<file path="src/rtl/alu_mc.sv">
`default_nettype none
// ============================================================================
// Module   : alu_mc
// Brief    : Multi-cycle ALU. Single-cycle ops (add/sub/logic/shift) finish
//            on the acceptance edge; MUL runs a DATA_WIDTH-step shift-add
//            sequence. Result and flags are held until the consumer takes them.
// Revision : 1.0 - initial release
// ============================================================================
module alu_mc #(
  parameter int DATA_WIDTH = 16
) (
  input  logic                  clk,
  input  logic                  rst,
  input  logic                  in_valid,
  output logic                  in_ready,
  input  logic [DATA_WIDTH-1:0] a,
  input  logic [DATA_WIDTH-1:0] b,
  input  logic [2:0]            alu_op,
  output logic                  out_valid,
  input  logic                  out_ready,
  output logic [DATA_WIDTH-1:0] result,
  output logic [3:0]            flags
);

  // Shift amount width; also wide enough to count 0..DATA_WIDTH-1 MUL steps.
  localparam int SHW = $clog2(DATA_WIDTH);

  localparam logic [2:0] c_op_add  = 3'b000;
  localparam logic [2:0] c_op_xor  = 3'b001;
  localparam logic [2:0] c_op_pass = 3'b010;
  localparam logic [2:0] c_op_sub  = 3'b011;
  localparam logic [2:0] c_op_and  = 3'b100;
  localparam logic [2:0] c_op_or   = 3'b101;
  localparam logic [2:0] c_op_sll  = 3'b110;
  localparam logic [2:0] c_op_mul  = 3'b111;

  localparam logic [SHW-1:0] c_last_step = SHW'(DATA_WIDTH - 1);

  typedef enum logic [1:0] {
    S_IDLE = 2'd0,
    S_MUL  = 2'd1,
    S_DONE = 2'd2
  } state_t;

  state_t                    state_q, state_d;
  logic [DATA_WIDTH-1:0]     result_q, result_d;
  logic [3:0]                flags_q, flags_d;
  logic [SHW-1:0]            cnt_q, cnt_d;
  logic [2*DATA_WIDTH-1:0]   acc_q, acc_d;
  logic [2*DATA_WIDTH-1:0]   mcand_q, mcand_d;
  logic [DATA_WIDTH-1:0]     mplier_q, mplier_d;

  logic [DATA_WIDTH:0]       w_sum;
  logic [DATA_WIDTH-1:0]     w_alu_res;
  logic                      w_alu_carry;
  logic                      w_alu_ovf;
  logic [2*DATA_WIDTH-1:0]   w_acc_next;
  logic [DATA_WIDTH-1:0]     w_mul_lo;
  logic [DATA_WIDTH-1:0]     w_mul_hi;

  // Single-cycle ALU evaluated straight from the request inputs; only used
  // on the acceptance edge, so later input changes cannot reach the result.
  always_comb begin
    w_sum       = '0;
    w_alu_res   = '0;
    w_alu_carry = 1'b0;
    w_alu_ovf   = 1'b0;
    case (alu_op)
      c_op_add: begin
        w_sum       = {1'b0, a} + {1'b0, b};
        w_alu_res   = w_sum[DATA_WIDTH-1:0];
        w_alu_carry = w_sum[DATA_WIDTH];
        w_alu_ovf   = (a[DATA_WIDTH-1] == b[DATA_WIDTH-1]) &&
                      (w_alu_res[DATA_WIDTH-1] != a[DATA_WIDTH-1]);
      end
      c_op_sub: begin
        // The extra top bit of the widened difference is the unsigned borrow.
        w_sum       = {1'b0, a} - {1'b0, b};
        w_alu_res   = w_sum[DATA_WIDTH-1:0];
        w_alu_carry = w_sum[DATA_WIDTH];
        w_alu_ovf   = (a[DATA_WIDTH-1] != b[DATA_WIDTH-1]) &&
                      (w_alu_res[DATA_WIDTH-1] != a[DATA_WIDTH-1]);
      end
      c_op_xor:  w_alu_res = a ^ b;
      c_op_pass: w_alu_res = b;
      c_op_and:  w_alu_res = a & b;
      c_op_or:   w_alu_res = a | b;
      c_op_sll:  w_alu_res = a << b[SHW-1:0];
      default:   w_alu_res = '0;
    endcase
  end

  // One shift-add multiply step: add the shifted multiplicand when the
  // current multiplier LSB is set.
  always_comb begin
    w_acc_next = mplier_q[0] ? (acc_q + mcand_q) : acc_q;
    w_mul_lo   = w_acc_next[DATA_WIDTH-1:0];
    w_mul_hi   = w_acc_next[2*DATA_WIDTH-1:DATA_WIDTH];
  end

  // Next-state and datapath update; every target defaults to holding.
  always_comb begin
    state_d  = state_q;
    result_d = result_q;
    flags_d  = flags_q;
    cnt_d    = cnt_q;
    acc_d    = acc_q;
    mcand_d  = mcand_q;
    mplier_d = mplier_q;
    case (state_q)
      S_IDLE: begin
        if (in_valid) begin
          if (alu_op == c_op_mul) begin
            state_d  = S_MUL;
            cnt_d    = '0;
            acc_d    = '0;
            mcand_d  = {{DATA_WIDTH{1'b0}}, a};
            mplier_d = b;
          end else begin
            state_d  = S_DONE;
            result_d = w_alu_res;
            flags_d  = {w_alu_res[DATA_WIDTH-1], (w_alu_res == '0),
                        w_alu_carry, w_alu_ovf};
          end
        end
      end
      S_MUL: begin
        acc_d    = w_acc_next;
        mcand_d  = mcand_q << 1;
        mplier_d = mplier_q >> 1;
        cnt_d    = cnt_q + SHW'(1);
        if (cnt_q == c_last_step) begin
          state_d  = S_DONE;
          result_d = w_mul_lo;
          flags_d  = {w_mul_lo[DATA_WIDTH-1], (w_mul_lo == '0),
                      (w_mul_hi != '0), 1'b0};
        end
      end
      S_DONE: begin
        if (out_ready) begin
          state_d = S_IDLE;
        end
      end
      default: state_d = S_IDLE;
    endcase
  end

  // State and datapath registers; reset wins over every other input.
  always_ff @(posedge clk) begin
    if (rst) begin
      state_q  <= S_IDLE;
      result_q <= '0;
      flags_q  <= 4'b0100;
      cnt_q    <= '0;
      acc_q    <= '0;
      mcand_q  <= '0;
      mplier_q <= '0;
    end else begin
      state_q  <= state_d;
      result_q <= result_d;
      flags_q  <= flags_d;
      cnt_q    <= cnt_d;
      acc_q    <= acc_d;
      mcand_q  <= mcand_d;
      mplier_q <= mplier_d;
    end
  end

  assign in_ready  = (state_q == S_IDLE);
  assign out_valid = (state_q == S_DONE);
  assign result    = result_q;
  assign flags     = flags_q;

endmodule
`default_nettype wire

</file>
<file path="config.mk">
export PLATFORM = sky130hd
export DESIGN_NAME = alu_mc
export DESIGN_NICKNAME = d
export VERILOG_FILES = /design/src/rtl/alu_mc.sv
export SDC_FILE = /design/constraint.sdc
export NUM_CORES = 1
export LEC_CHECK = 0
export ABC_AREA = 1
export BUFFER_PORTS_ARGS = -buffer_cell sky130_fd_sc_hd__buf_4
export CORE_UTILIZATION = 50
export CTS_BUF_LIST = sky130_fd_sc_hd__clkbuf_2 sky130_fd_sc_hd__clkbuf_4 sky130_fd_sc_hd__clkbuf_8
export DETAILED_ROUTE_END_ITERATION = 10
export PLACE_DENSITY = 0.71
export SLEW_MARGIN = 20
export SYNTH_ARGS = -nofsm -noshare
export SYNTH_HDL_FRONTEND = slang
export SYNTH_SLANG_ARGS = --single-unit
</file>
<file path="constraint.sdc">
create_clock -name clk -period 3.1 [get_ports clk]
set_input_delay 0.465 -clock clk [delete_from_list [all_inputs] [get_ports clk]]
set_output_delay 0.465 -clock clk [all_outputs]
set_load 0.02 [all_outputs]
</file>
==> out/qor.yml, run 1 <==
fin_ws_ns: 0.296
start_util_pct: 51.7
synth-seq-cells: 105
fmax_mhz: 357
cts_buffer_depth: 2
cap_violations: 0
yosysUniqueCellTypes: 46
num_rows: 51
max_slew_margin_pct: 38.5
ir_drop_mv: 0.268
die_x_um: 145
crit_path_start: "a[0]"
tns_ns: 0
hold_class: "in -> reg"
grt_max_degree: 85
power.total_mw: 3.49
coreArea_sq_mm: 0.0198
pre_cts_slack_ns: -0.0851
diodes: 0
cts_setup_buffers: 0
final-setup-viol-count: 0
dieArea_sq_mm: 0.0210
post_cts_resized: 0
grt_pass1_vias: 10500
globalRouteTotalUtil_pct: 35.2
worstReg2RegEnd: "flags[2]$_SDFFE_PP1P_"
crit_path_end_kind: "register"
cts_buffers: 9
ys_warn_count: 0
root_buffer: "clkbuf_8"
status: "complete, no violations"
rsz0062_at_grt: "false"
drt-initial-drc-count: 1197
rrSetupSlack_ns: 0.31
hold_ws_ns: 0.314
post-route-min-period_ns: 2.80
finalHoldViolations: 0
crit_fanout: 4
routed_wire_length_per_instance_um: 17.8
area_delta_synth_final_pct: 8.55
cts.clk_slew.worst_paths_ns: 0.11
worst_pin_slew_ns: 0.922
die_y_um: 145
netlist_instances: 1790
reg2reg_depth: 15
synth_area_sq_mm: 0.0102
r2r-start: "acc_q[0]$_SDFFE_PP0P_"
ios: 61
path_class: "in -> reg"
worst_clock_skew_ns: 0.0126
async_reset_ff_share_pct: 0
wl_mm: 37.3
crit_arrival_ns: 3.13
slew_viol_final: 0
synthFlopType: "dfxtp_1"
p_per_area_mw_per_mm2: 314
synth_nets: 1916
hold_buffers: 0
most-common-layout-cells: "nand2_1 (655), inv_1 (232), nor2_1 (152)"
place.gp.congestion: 0.996
insertion_delay_ns: 0.40
vias_per_cell: 5.61
firstDrtPassIters: 6
grt_pass1_wl_mm: 58.3
timing.final.crit_share_pct: 90.4
synth.avg_cell_area_sq_um: 5.71
cts.sinks: 105
grt_overflow: 0
mostFrequentLayoutCell: "nand2_1"
io_buffers: 60
synth-edff-count: 0
num_vias: 11700
nNetsFinal: 1949
grt_antenna_before_repair: 0
route.met2.wl_mm: 14.7
htree_levels: 3
fillers: 2105
required_ns: 3.43
start_kind: "input pin"
endpoint: "flags[1]$_SDFFE_PP0P_"
dp_hpwl_mm: 29.3
drc: 0
wl_met1_mm: 17.7
dr.max_layer_used: "met4"
yosysSeqAreaShare_pct: 20.5
wl_met3_mm: 3.99
drive_gt1_share_pct: 7.99
cts_tree: "yes"
ant_nets: 0
cellLeakagePower_nw: 5.59
cell usage after synthesis, drive strengths merged, types with 2 or more instances:
library cell | count | area [sq um]
nand3b | 4 | 30.0
a21oi | 124 | 628
o21bai | 6 | 45.0
o31ai | 2 | 15.0
fa | 3 | 60.1
a31oi | 43 | 269
xnor2 | 12 | 105
clkbuf | 39 | 148
or2 | 14 | 87.6
nand3 | 103 | 526
o211ai | 8 | 60.1
o21ai | 96 | 484
nand2 | 658 | 2480
nor2 | 157 | 612
nand4 | 9 | 56.3
a211oi | 2 | 15.0
dfxtp | 105 | 2100
o2111ai | 4 | 35.0
xor2 | 4 | 35.0
a221oi | 2 | 17.5
buf | 27 | 166
a21o | 3 | 22.5
inv | 243 | 912
mux2i | 3 | 30.0
ha | 84 | 1050
nor3 | 18 | 123
o22ai | 12 | 75.1
stage by stage:
step | area [sq um] | cells | utilization, %
floorplan | 10200 | 1790 | -
global placement | 10900 | 2077 | 55.2
detailed placement | 10900 | 2077 | 55.2
CTS | 11100 | 2092 | 56.1
global route | 11100 | 2092 | 56.1
finish | 11100 | 2092 | 56.1
cell type report:
cell class | count | area (sq um) | area share, %
clock inverters | 5 | 46.3 | 0.417
clock buffers | 10 | 138 | 1.24
repair buffers | 88 | 673 | 6.06
multi-input cells | 1376 | 6900 | 62.2
inverters | 243 | 912 | 8.21
flip-flops and latches | 105 | 2100 | 18.9
well taps | 265 | 332 | 2.99
report_power, final:
| group | internal, mW | leakage, nW | switching, mW | total (mW) |
|---|---|---|---|---|
| clock | 0.327 | 0.0957 | 0.543 | 0.870 |
| combinational | 0.363 | 4.64 | 0.796 | 1.16 |
| sequential | 1.41 | 0.852 | 0.0484 | 1.46 |
| total | 2.10 | 5.59 | 1.39 | 3.49 |
per-layer routing:
metal,vias up,global-route usage (%)
met5,-,0
met2,579,49.4
li1,5756,-
met1,5331,53.0
met3,71,7.23
met4,0,10.0
registers in the layout, summed over array words and instances (netlist names):
name	count
acc_q	32
mplier_q	16
cnt_q	4
mcand_q	32
state_q	2
result	16
flags	3
worst max-delay path: stages:
cell and delay (ns):
buf_4 0.13, inv_1 0.09, ha_1 0.19, inv_1 0.09
fa_1 0.47, nand2_1 0.11, nand2_1 0.11, a21oi_1 0.24
inv_1 0.13, nand3_1 0.13, nand2_1 0.07, nand2_1 0.09
a21oi_1 0.07, o21ai_0 0.36, a21boi_0 0.20, a21oi_1 0.17
cells by family after synthesis:
kind of cell,share of synthesized area (%)
simple gates,38.4
mux,0.294
compound gates,16.5
fa+ha+maj,10.9
flops,20.5
xor+xnor,1.37
buf+inv,12.0
worst min-delay path by stage:
stage | start | end | slack, ns | cells after the start
2_1_floorplan | mplier_q[15]$_SDFFE_PP0P_ | mplier_q[15]$_SDFFE_PP0P_ | 0.44 | 2
3_3_place_gp | mplier_q[15]$_SDFFE_PP0P_ | mplier_q[15]$_SDFFE_PP0P_ | 0.45 | 2
3_5_place_dp | mplier_q[15]$_SDFFE_PP0P_ | mplier_q[15]$_SDFFE_PP0P_ | 0.46 | 2
4_1_cts | out_ready | state_q[1]$_SDFFE_PP0P_ | 0.31 | 4
5_1_grt | out_ready | state_q[1]$_SDFFE_PP0P_ | 0.32 | 4
6_report | out_ready | state_q[1]$_SDFFE_PP0P_ | 0.31 | 4
(Power assumes the default switching activity.)
==> inputs of run 2 (changes only) <==
--- a/config.mk
+++ b/config.mk
@@ -10,7 +10,7 @@
 export CORE_UTILIZATION = 50
 export CTS_BUF_LIST = sky130_fd_sc_hd__clkbuf_2 sky130_fd_sc_hd__clkbuf_4 sky130_fd_sc_hd__clkbuf_8
 export DETAILED_ROUTE_END_ITERATION = 10
-export PLACE_DENSITY = 0.71
+export PLACE_DENSITY_LB_ADDON = 0.3
 export SLEW_MARGIN = 20
 export SYNTH_ARGS = -nofsm -noshare
 export SYNTH_HDL_FRONTEND = slang
==> out/qor.yml, run 2 (synthesis results as in run 1) <==
mostFrequentLayoutCell: "nand2_1"
status: "complete, no violations"
cts_setup_buffers: 0
worst_clock_skew_ns: 0.0195
dieArea_sq_mm: 0.0210
cts_tree: "yes"
nNetsFinal: 1942
die_x_um: 145
drt-initial-drc-count: 821
wl_mm: 35.8
post_cts_resized: 0
dp_cells: 2070
dp_hpwl_mm: 28.8
drc: 0
vias_per_cell: 5.47
post-route-min-period_ns: 2.89
crit_path_end_kind: "register"
hold_class: "in -> reg"
start_kind: "input pin"
cts.clk_slew.worst_paths_ns: 0.12
hold_depth: 4
htree_levels: 3
largestRegisters: "acc_q (32), mcand_q (32)"
ir_drop_mv: 0.228
slew_viol_final: 0
ios: 61
start_util_pct: 51.7
hold_ws_ns: 0.311
grt_pass1_vias: 10500
die_y_um: 145
cts_buffers: 9
grt_max_degree: 85
crit_arrival_ns: 3.21
finalHoldViolations: 0
routed_wire_length_per_instance_um: 17.2
layout.cells.non_filler: 2086
cts_buffer_depth: 2
cellLeakagePower_nw: 5.55
rsz0062_at_grt: "false"
fmax_mhz: 346
firstDrtPassIters: 5
cts.sinks: 105
root_buffer: "clkbuf_8"
grt_pass1_wl_mm: 56.8
globalRouteTotalUtil_pct: 34.3
pre_cts_slack_ns: -0.0925
insertion_delay_ns: 0.40
cap_violations: 0
fin_ws_ns: 0.212
final-setup-viol-count: 0
p_per_area_mw_per_mm2: 313
timing.final.crit_share_pct: 93.2
path_class: "in -> reg"
crit_fanout: 10
area_delta_synth_final_pct: 8.01
ant_nets: 0
coreArea_sq_mm: 0.0198
reg2reg_depth: 17
num_vias: 11400
max_slew_margin_pct: 39.6
place.gp.congestion: 1.01
drive_gt1_share_pct: 7.69
worst_pin_slew_ns: 0.906
grt_antenna_before_repair: 0
grt_overflow: 0
io_buffers: 60
hold_buffers: 0
required_ns: 3.42
most-common-layout-cells: "nand2_1 (655), inv_1 (232), nor2_1 (152)"
num_rows: 51
diodes: 0
==> run 2: cell count changes in the layout (fill, tap and decap cells not counted) <==
cell,delta
clkbuf_4,+1
clkinv_4,+2
buf_12,-1
buf_4,-6
inv_6,-2
clkinv_8,+1
clkbuf_8,-1
==> run 2: where the power goes <==
part,total [mW],switching (mW),internal (mW)
logic,1.13,0.785,0.345
registers,1.46,0.0463,1.41
clock network,0.873,0.552,0.322
==> run 2: cell type report <==
type / count / area (sq um)
fillers: 2106 / 8730
inverters: 243 / 912
clock inverters: 6 / 62.6
repair buffers: 81 / 608
flip-flops and latches: 105 / 2100
clock buffers: 10 / 131
multi-input cells: 1376 / 6900
well taps: 265 / 332
==> run 2: worst paths after layout <==
check	startpoint	end	slack [ns]
setup / recovery	b[3]	flags[1]$_SDFFE_PP0P_	0.21
hold / removal	out_ready	state_q[1]$_SDFFE_PP0P_	0.31
setup reg to reg	mcand_q[0]$_SDFFE_PP0P_	flags[1]$_SDFFE_PP0P_	0.39
hold reg to reg	mplier_q[4]$_SDFFE_PP0P_	mplier_q[3]$_SDFFE_PP0P_	0.47
==> run 2: metal layers <==
| metal | share of wire (%) | track usage, % | wire length (um) |
|---|---|---|---|
| met3 | 7.5 | 5.31 | 2680 |
| met4 | 2.9 | 11.0 | 1030 |
| met1 | 44 | 45.7 | 15800 |
| met2 | 45 | 56.3 | 16300 |
| met5 | 0 | 0 | 0 |
==> run 2: worst max-delay path, stage by stage <==
cell      delay, ns
buf_4          0.12
inv_1          0.09
ha_1           0.50
inv_1          0.15
a21oi_1        0.27
nand2_1        0.17
a21oi_1        0.19
inv_1          0.09
nand3_1        0.11
nand2_1        0.06
nand2_1        0.07
a21oi_1        0.06
o21ai_0        0.47
a21boi_0       0.20
a21oi_1        0.17
==> run 2: metrics by stage <==
stage,setup TNS [ns],power (mW),area [sq um],utilization [%]
after global placement,-0.117,2.59,10900,54.9
after detailed placement,-0.0925,2.59,10900,54.9
after floorplan,0,2.19,10200,-
final,0,3.46,11000,55.9
after global routing,0,3.64,11000,55.9
after CTS,0,3.45,11000,55.9
